<file path="config.mk">
export PLATFORM = sky130hd
export DESIGN_NAME = ber_meter
export DESIGN_NICKNAME = d
export VERILOG_FILES = /design/src/rtl/ber_pkg.sv /design/src/rtl/ber_popcount.sv /design/src/rtl/ber_meter.sv
export SDC_FILE = /design/constraint.sdc
export NUM_CORES = 1
export LEC_CHECK = 0
export ABC_AREA = 1
export BUFFER_PORTS_ARGS = -buffer_cell sky130_fd_sc_hd__buf_2
export CAP_MARGIN = 10
export CORE_MARGIN = 2
export CORE_UTILIZATION = 45
export CTS_BUF_LIST = sky130_fd_sc_hd__clkbuf_4
export CTS_CLUSTER_DIAMETER = 30
export DETAILED_ROUTE_END_ITERATION = 8
export PLACE_DENSITY = 0.7
export SYNTH_ARGS = -nofsm -noshare
export SYNTH_HDL_FRONTEND = slang
export SYNTH_SLANG_ARGS = --single-unit
</file>
<file path="constraint.sdc">
create_clock -name clock -period 3.17 [get_ports clock]
set_input_delay 0.4755 -clock clock [delete_from_list [all_inputs] [get_ports clock]]
set_output_delay 0.4755 -clock clock [all_outputs]
set_load 0.05 [all_outputs]
</file>
<file path="src/rtl/ber_pkg.sv">
// Shared types and constant helpers for the bit-error-rate meter.
//   state_t : measurement FSM state (IDLE, RUN, SAT)
//   clog2   : ceiling log2, used for popcount and window-counter widths
//   cnt_max : all-ones value of a counter of the given width
package ber_pkg;

   typedef enum logic [1:0] {
      IDLE = 2'd0,
      RUN  = 2'd1,
      SAT  = 2'd2
   } state_t;

   function automatic int unsigned clog2(input int unsigned value);
      int unsigned r;
      r = 0;
      for (int unsigned i = 0; i < 32; i++) begin
         if ((64'd1 << i) < 64'(value)) r = i + 1;
      end
      return r;
   endfunction

   function automatic logic [63:0] cnt_max(input int unsigned width);
      return (width >= 64) ? '1 : ((64'd1 << width) - 64'd1);
   endfunction

endpackage

</file>
<file path="src/rtl/ber_popcount.sv">
// Combinational mismatch counter: number of set bits in tx ^ rx.
//   tx, rx : compared words (DATA_W)
//   pop_c  : mismatched-bit count (clog2(DATA_W+1) bits, combinational)
module ber_popcount
   import ber_pkg::*;
#(
   parameter int unsigned DATA_W = 12
) (
   input  logic [DATA_W-1:0]              tx,
   input  logic [DATA_W-1:0]              rx,
   output logic [clog2(DATA_W + 1)-1:0]   pop_c
);

   localparam int unsigned POP_W = clog2(DATA_W + 1);

   logic [DATA_W-1:0] diff;

   assign diff = tx ^ rx;

   // Sum of single-bit terms; synthesis balances this into an adder tree.
   always_comb begin
      pop_c = '0;
      for (int unsigned i = 0; i < DATA_W; i++) begin
         pop_c = pop_c + POP_W'(diff[i]);
      end
   end

endmodule

</file>
<file path="src/rtl/ber_meter.sv">
// Bit-error-rate meter: two-stage compare/accumulate with saturating counters
// and optional fixed-length measurement windows.
//   clock, reset : rising-edge clock, asynchronous active-high reset
//   clear        : synchronous clear of everything (wins over enable)
//   enable       : sample valid
//   pattern_tx/rx: reference and received words (DATA_W)
//   errors, bits : running mismatched / compared bit counts (ERR_W)
//   win_errors   : error count latched at the close of the last window
//   win_done     : one-cycle pulse when win_errors updates
//   error_flag   : sticky saturation indicator
module ber_meter
   import ber_pkg::*;
#(
   parameter int unsigned DATA_W   = 12,
   parameter int unsigned ERR_W    = 50,
   parameter int unsigned WINDOW_N = 0
) (
   input  logic              clock,
   input  logic              reset,
   input  logic              clear,
   input  logic              enable,
   input  logic [DATA_W-1:0] pattern_tx,
   input  logic [DATA_W-1:0] pattern_rx,
   output logic [ERR_W-1:0]  errors,
   output logic [ERR_W-1:0]  bits,
   output logic [ERR_W-1:0]  win_errors,
   output logic              win_done,
   output logic              error_flag
);

   localparam int unsigned POP_W = clog2(DATA_W + 1);
   localparam int unsigned SUM_W = ERR_W + 1;
   localparam int unsigned WIN_W = (WINDOW_N > 1) ? clog2(WINDOW_N) : 1;
   localparam logic [ERR_W-1:0] CNT_MAX  = ERR_W'(cnt_max(ERR_W));
   localparam logic [WIN_W-1:0] WIN_LAST = WIN_W'(WINDOW_N - 1);

   state_t            state;
   state_t            state_nx;
   logic [POP_W-1:0]  pop_c;
   logic [POP_W-1:0]  d1;
   logic              v1;
   logic [WIN_W-1:0]  wcnt;
   logic [SUM_W-1:0]  err_sum;
   logic [SUM_W-1:0]  bits_sum;
   logic              sat_c;
   logic              accept_c;
   logic              win_close_c;

   ber_popcount #(.DATA_W(DATA_W)) u_popcount (
      .tx    (pattern_tx),
      .rx    (pattern_rx),
      .pop_c (pop_c)
   );

   // One extra carry bit exposes overflow of either accumulator.
   assign err_sum  = {1'b0, errors} + SUM_W'(d1);
   assign bits_sum = {1'b0, bits} + SUM_W'(DATA_W);
   assign sat_c    = err_sum[ERR_W] | bits_sum[ERR_W];

   // State register.
   always_ff @(posedge clock or posedge reset) begin
      if (reset) state <= IDLE;
      else       state <= state_nx;
   end

   // Next-state logic; clear returns to IDLE from anywhere.
   always_comb begin
      state_nx = state;
      unique case (state)
         IDLE:    if (v1) state_nx = sat_c ? SAT : RUN;
         RUN:     if (v1 && sat_c) state_nx = SAT;
         SAT:     state_nx = SAT;
         default: state_nx = IDLE;
      endcase
      if (clear) state_nx = IDLE;
   end

   // Control decode: samples count in IDLE and RUN; saturation beats window close.
   always_comb begin
      accept_c    = v1 && (state != SAT);
      win_close_c = 1'b0;
      if (WINDOW_N != 0) win_close_c = accept_c && !sat_c && (wcnt == WIN_LAST);
   end

   // Stage 1 capture, stage 2 accumulate, window bookkeeping.
   always_ff @(posedge clock or posedge reset) begin
      if (reset) begin
         d1         <= '0;
         v1         <= 1'b0;
         errors     <= '0;
         bits       <= '0;
         win_errors <= '0;
         win_done   <= 1'b0;
         error_flag <= 1'b0;
         wcnt       <= '0;
      end else if (clear) begin
         d1         <= '0;
         v1         <= 1'b0;
         errors     <= '0;
         bits       <= '0;
         win_errors <= '0;
         win_done   <= 1'b0;
         error_flag <= 1'b0;
         wcnt       <= '0;
      end else begin
         d1       <= pop_c;
         v1       <= enable;
         win_done <= 1'b0;
         if (accept_c) begin
            if (sat_c) begin
               errors     <= err_sum[ERR_W] ? CNT_MAX : err_sum[ERR_W-1:0];
               bits       <= bits_sum[ERR_W] ? CNT_MAX : bits_sum[ERR_W-1:0];
               error_flag <= 1'b1;
            end else if (win_close_c) begin
               win_errors <= err_sum[ERR_W-1:0];
               errors     <= '0;
               bits       <= '0;
               wcnt       <= '0;
               win_done   <= 1'b1;
            end else begin
               errors <= err_sum[ERR_W-1:0];
               bits   <= bits_sum[ERR_W-1:0];
               if (WINDOW_N != 0) wcnt <= wcnt + WIN_W'(1);
            end
         end
      end
   end

endmodule

</file>
# Word-level counts from Yosys, hierarchy flattened
# Cells that the tools add are included.
[totals] ff_bits=108 output_inout_bits=152 wordCells=51
[op_classes] add_sub_neg=13 eq_ne=5 muxes=18 bitwise_logic=2 reduce_logical=7
[op_table] cell="two-way mux 50 bit" n=8
[op_table] cell="adder 50 x 4 -> 51 bit" n=1
[op_table] cell="adder 50 x 4 -> 51 bit (second input constant)" n=1
[op_table] cell="adder 4 x 1 -> 4 bit" n=10
[op_table] cell="XOR 12 bit" n=1
[op_table] cell="two-way mux 2 bit" n=4
[op_table] cell="!= test 3 bit (second input constant)" n=2
[op_table] cell="one-hot mux 2 bit (3 select lines)" n=1
[op_table] cell="two-way mux 1 bit" n=4
[op_table] cell="two-way mux 4 bit" n=1
[op_table] cell="AND reduction 2 bit" n=2
[op_table] cell="nonzero test 2 bit" n=2
[op_table] cell="adder 1 x 1 -> 2 bit" n=1
[op_table] cell="== test 2 x 1 -> 1 bit (second input constant)" n=1
[op_table] cell="== test 2 bit (second input constant)" n=1
[op_table] cell="logical AND 1 bit" n=2
[op_table] cell="logical NOT 2 bit" n=1
[op_table] cell="!= test 2 bit (second input constant)" n=1
[op_table] cell="bitwise OR 1 bit" n=1

# Depth between registers and ports, before layout
[depth] ltp_word=13 mapped_depth=13 depth_no_buf=13

# Hierarchy
# A second synthesis with hierarchy kept.
[hier_totals] hier_cells=1211 hier_area_um2=8334.2
[by_module_without_submodules] mod="ber_meter" instances=1 cells_per_inst=1177 area_each_um2=7990.2 seq_area_each_um2=2677.6
[by_module_without_submodules] mod="ber_popcount" instances=1 cells_per_inst=34 area_each_um2=344.1 seq_area_each_um2=0.0

# Worst setup path after synthesis
# OpenSTA, ideal clock, no wires.
[synth_timing] path_type="input-to-reg" start="input pattern_rx[0]" end="register d1[2]" setup_time_ps=122 t_arrival_ps=3542 t_required_ps=3048 slack_ps=-494 stages=10 path_buffers=0 cell_sequence="xor2_1 > ha_1 > fa_1 > fa_1 > inv_1 > fa_1 > fa_1 > fa_1 > xor2_1 > nor2_1"
[synth_between] elab_chain_cells=13
[synth_rtl] element="start: declaration" line_no="ber_meter.sv:23" source="input logic [DATA_W-1:0] pattern_rx,"
[synth_rtl] element="XOR 12 bit" line_no="ber_popcount.sv:18" source="assign diff = tx ^ rx;"
[synth_rtl] element="adder 1 x 1 -> 2 bit" line_no="ber_popcount.sv:24" source="pop_c = pop_c + POP_W'(diff[i]);"
[synth_rtl] element="adder 4 x 1 -> 4 bit (10 in series)" line_no="ber_popcount.sv:24"
[synth_rtl] element="two-way mux 4 bit" line_no="ber_meter.sv:96" source="end else if (clear) begin"
[synth_rtl] element="end signal: assignment" line_no="ber_meter.sv:106" source="d1 <= pop_c;"
[synth_rtl] element="end: declaration" line_no="ber_meter.sv:40" source="logic [POP_W-1:0] d1;"
# No other way between the ends.
# A chain may end at the register's enable or synchronous reset.

# Worst setup path in the final report
[layout_timing] start="input pattern_rx[1]" end="register d1[1]"
# The elaborated chain is that of the path after synthesis.

==> results.ini <==
[sta]
tightest_slew_ns=0.844
rsz0062_at_grt=false
relSlewSlack_pct=43.6
max_freq_mhz=328
worst_slack_ns=0.125
slew_viol_final=0
skew_ns=0.0347
fin_crit_sh_pct=96.0
min_period_ns=3.04
hold_violations=0
setup_viol=0

[logic_synthesis]
synth_edf_count=0
ys_warn_count=0
ys_seq_area_share_pct=31.3
synth_top_area_cell=dfrtp_1
synth-async-reset-ratio_pct=100
synth.distinct_cells=52
yosys-top-cells-area=dfrtp_1 (31%), nand2_1 (17%), nor2_1 (5.5%), nand3_1 (5.3%), xor2_1 (4.9%)
syn-mean-instance-area_sq_um=6.95
synth_flop_cell=dfrtp_1
syn_area_sq_mm=0.00855
ys_ff_latch=107
syn_inst=1229
yosys.area.top_type_share_pct=31.3

[detailed_routing]
via_count=8448
wl_per_cell_microns=16.5
dr.pass1.iters=5
ant_nets=0
drc=0
drt_iter0_drc=590
drt_wl_total_microns=26100
viasPerCell=5.33

[power_and_ir_drop]
p_leak_uw=0.00460
irDropWorstVdd_mv=0.194
powerDensity_mw_per_mm2=317

[worst_setup_path]
worstPathMaxFanout=2
crit_path_cell_trace=buf_2, xor2_1, ha_1, fa_1, fa_1, inv_1, fa_1, fa_2, fa_2, nor2_1
cpMaxStageDelayCell=fa_2
critPathRequiredTime_ns=3.55
r2r_cells=12
crit_path_max_incr_delay_ns=0.52
crit_top_cell=fa_1
crit_path_end_kind=flip-flop
critPathLaunchType=input port
crit_type=input port to flip-flop
worstPathArrival_ns=3.42

[finish]
multiInputGateArea_sq_mm=0.00507
diodes=0
finish.utilization_pct=50.3
drive_gt1_share_pct=18.5
nets=1395
register_area_sq_mm=0.00268
fillers=1901
area_growth_pct=9.66

[clock_tree]
ctsHtreeMaxLevel=3
cts_sinks=107
cts_made_buffers=9
cts_root_buf=clkbuf_4
cts_resized=0
clkTransAtPathRegs_ns=0.19
post-cts-setup-buffers=0
ctsHoldBuffers=0
cts_tree=yes
insertion_delay_ns=0.51
cts.path.max_buffers=2

[run]
drv_cap=0

[global_route]
use_met3_pct=2.97
grt_use_met1_pct=33.8
gr-total-overflow=0
busiest_layer=met2
grt_use_met2_pct=43.3
grt_max_degree=76
grt_pass1_wl_microns=41000
antenna_found_initial=0
grt_pass1_vias=7757
grtUsageTotal_pct=26.0

[hold_path]
hp-class=input port to async pin

[die]
initial_core_util_pct=45.8
die_w_microns=142
die_h_microns=142
top_level_ports=180
fp.dieArea_sq_mm=0.0201
core_area_sq_mm=0.0186
rows=50

[placed_design]
hpwl_microns=20100
routabilityCongestion=0.960
numPortBuffers=128
place_ws_ns=-0.424

[status]
status=complete, no violations

[metrics by stage]
| step | TNS, ns | hold slack, ns | total power [uW] | instances | instance area [sq um] |
|---|---|---|---|---|---|
| 6_report | 0 | 0.0950 | 2970 | 1584 | 9370 |
| 5_1_grt | 0 | 0.133 | 3140 | 1584 | 9370 |
| 4_1_cts | 0 | 0.0957 | 3010 | 1584 | 9370 |
| 3_5_place_dp | -0.964 | 0.469 | 2270 | 1569 | 9240 |
| 3_3_place_gp | -0.654 | 0.465 | 2230 | 1569 | 9240 |
| 2_1_floorplan | -0.346 | 0.509 | 2140 | 1279 | 8740 |
[power breakdown]
group | switching [uW] | internal [uW] | total, uW | leakage, uW
combinational | 555 | 227 | 782 | 0.00304
sequential | 34.1 | 1410 | 1450 | 0.00149
clock | 505 | 239 | 745 | 0.0000726
[path summary, 6_finish.rpt]
kind | startpoint | end | slack, ns
setup reg to reg | errors[0] | errors[20] | 0.82
hold reg to reg | error_flag | error_flag | 0.50
setup / recovery | pattern_rx[1] | d1[1] | 0.13
max in group asynchronous | reset | d1[2] | 2.38
hold / removal | reset | bits[7] | 0.1
min in group clock | enable | v1 | 0.18
[final cells by class]
| type | instances | share of cell area, % |
|---|---|---|
| timing repair buffer | 136 | 7.88 |
| clock inverter | 6 | 0.694 |
| inverter | 122 | 4.93 |
| multi-input combinational | 970 | 54.1 |
| clock buffer | 9 | 0.721 |
| sequential | 107 | 28.6 |
| tap | 234 | 3.12 |
[critical path: cells and delay by family]
family	cells	cell delay [ns]
buffers and inverters	2	0.15
adders and majority gates	6	2.61
and+or+nand+nor	1	0.04
xor gates and xnor gates	1	0.15
[flip-flops by register name, summed over array words and instances, names as in the netlist]
register / flops
errors: 50
v1: 1
state: 2
error_flag: 1
bits: 49
d1: 4
[cell usage after synthesis (5+ instances only)]
master      n
buf_2      10
inv_2      12
nand2_2    17
o21ai_0    43
buf_4      52
dfrtp_1   107
o21ai_1    20
nand3_2     5
nand4_1    27
o22ai_1     5
nor2_1    126
inv_1     110
clkbuf_1   10
xnor2_1     6
o21bai_1    5
nor2_2     19
o221ai_1    6
a21oi_1    18
nand3_1    90
fa_1        8
nor3_1     22
nor2_4      8
ha_1       13
nor3_2      6
nand2_1   384
xor2_1     48
buf_6       5
[cells in the final DEF, fill, tap and decap left out, types with 10 or more instances in the layout]
master     n
nand2_1  384
buf_2    128
nor2_1   125
inv_1    108
dfrtp_1  107
nand3_1   90
conb_1    51
xor2_1    48
o21ai_0   43
nand4_1   27
nor3_1    22
o21ai_1   20
a21oi_1   18
nor2_2    18
nand2_2   17
inv_2     13
ha_1      13
nor2_4    10
[kinds of logic (layout without fill, tap and decap cells)]
kind of cell | after synthesis | in the layout | share of synthesized area (%)
and+or+nand+nor | 722 | 722 | 38.3
DFF | 107 | 107 | 31.3
other | 1 | 51 | 0.0439
adders and majority gates | 21 | 21 | 3.78
buffers and inverters | 202 | 273 | 11.8
xor gates and xnor gates | 54 | 54 | 5.53
AOI/OAI and AO/OA | 122 | 122 | 9.24
[routing by layer]
metal / wire, microns / vias up / part of all wire, %
met1: 11100 / 3961 / 43
met5: 0 / - / 0
met2: 12300 / 345 / 47
met4: 1070 / 0 / 4.1
li1: - / 4083 / -
met3: 1550 / 59 / 6.0
Note: power is estimated with default switching activity, not from simulation.
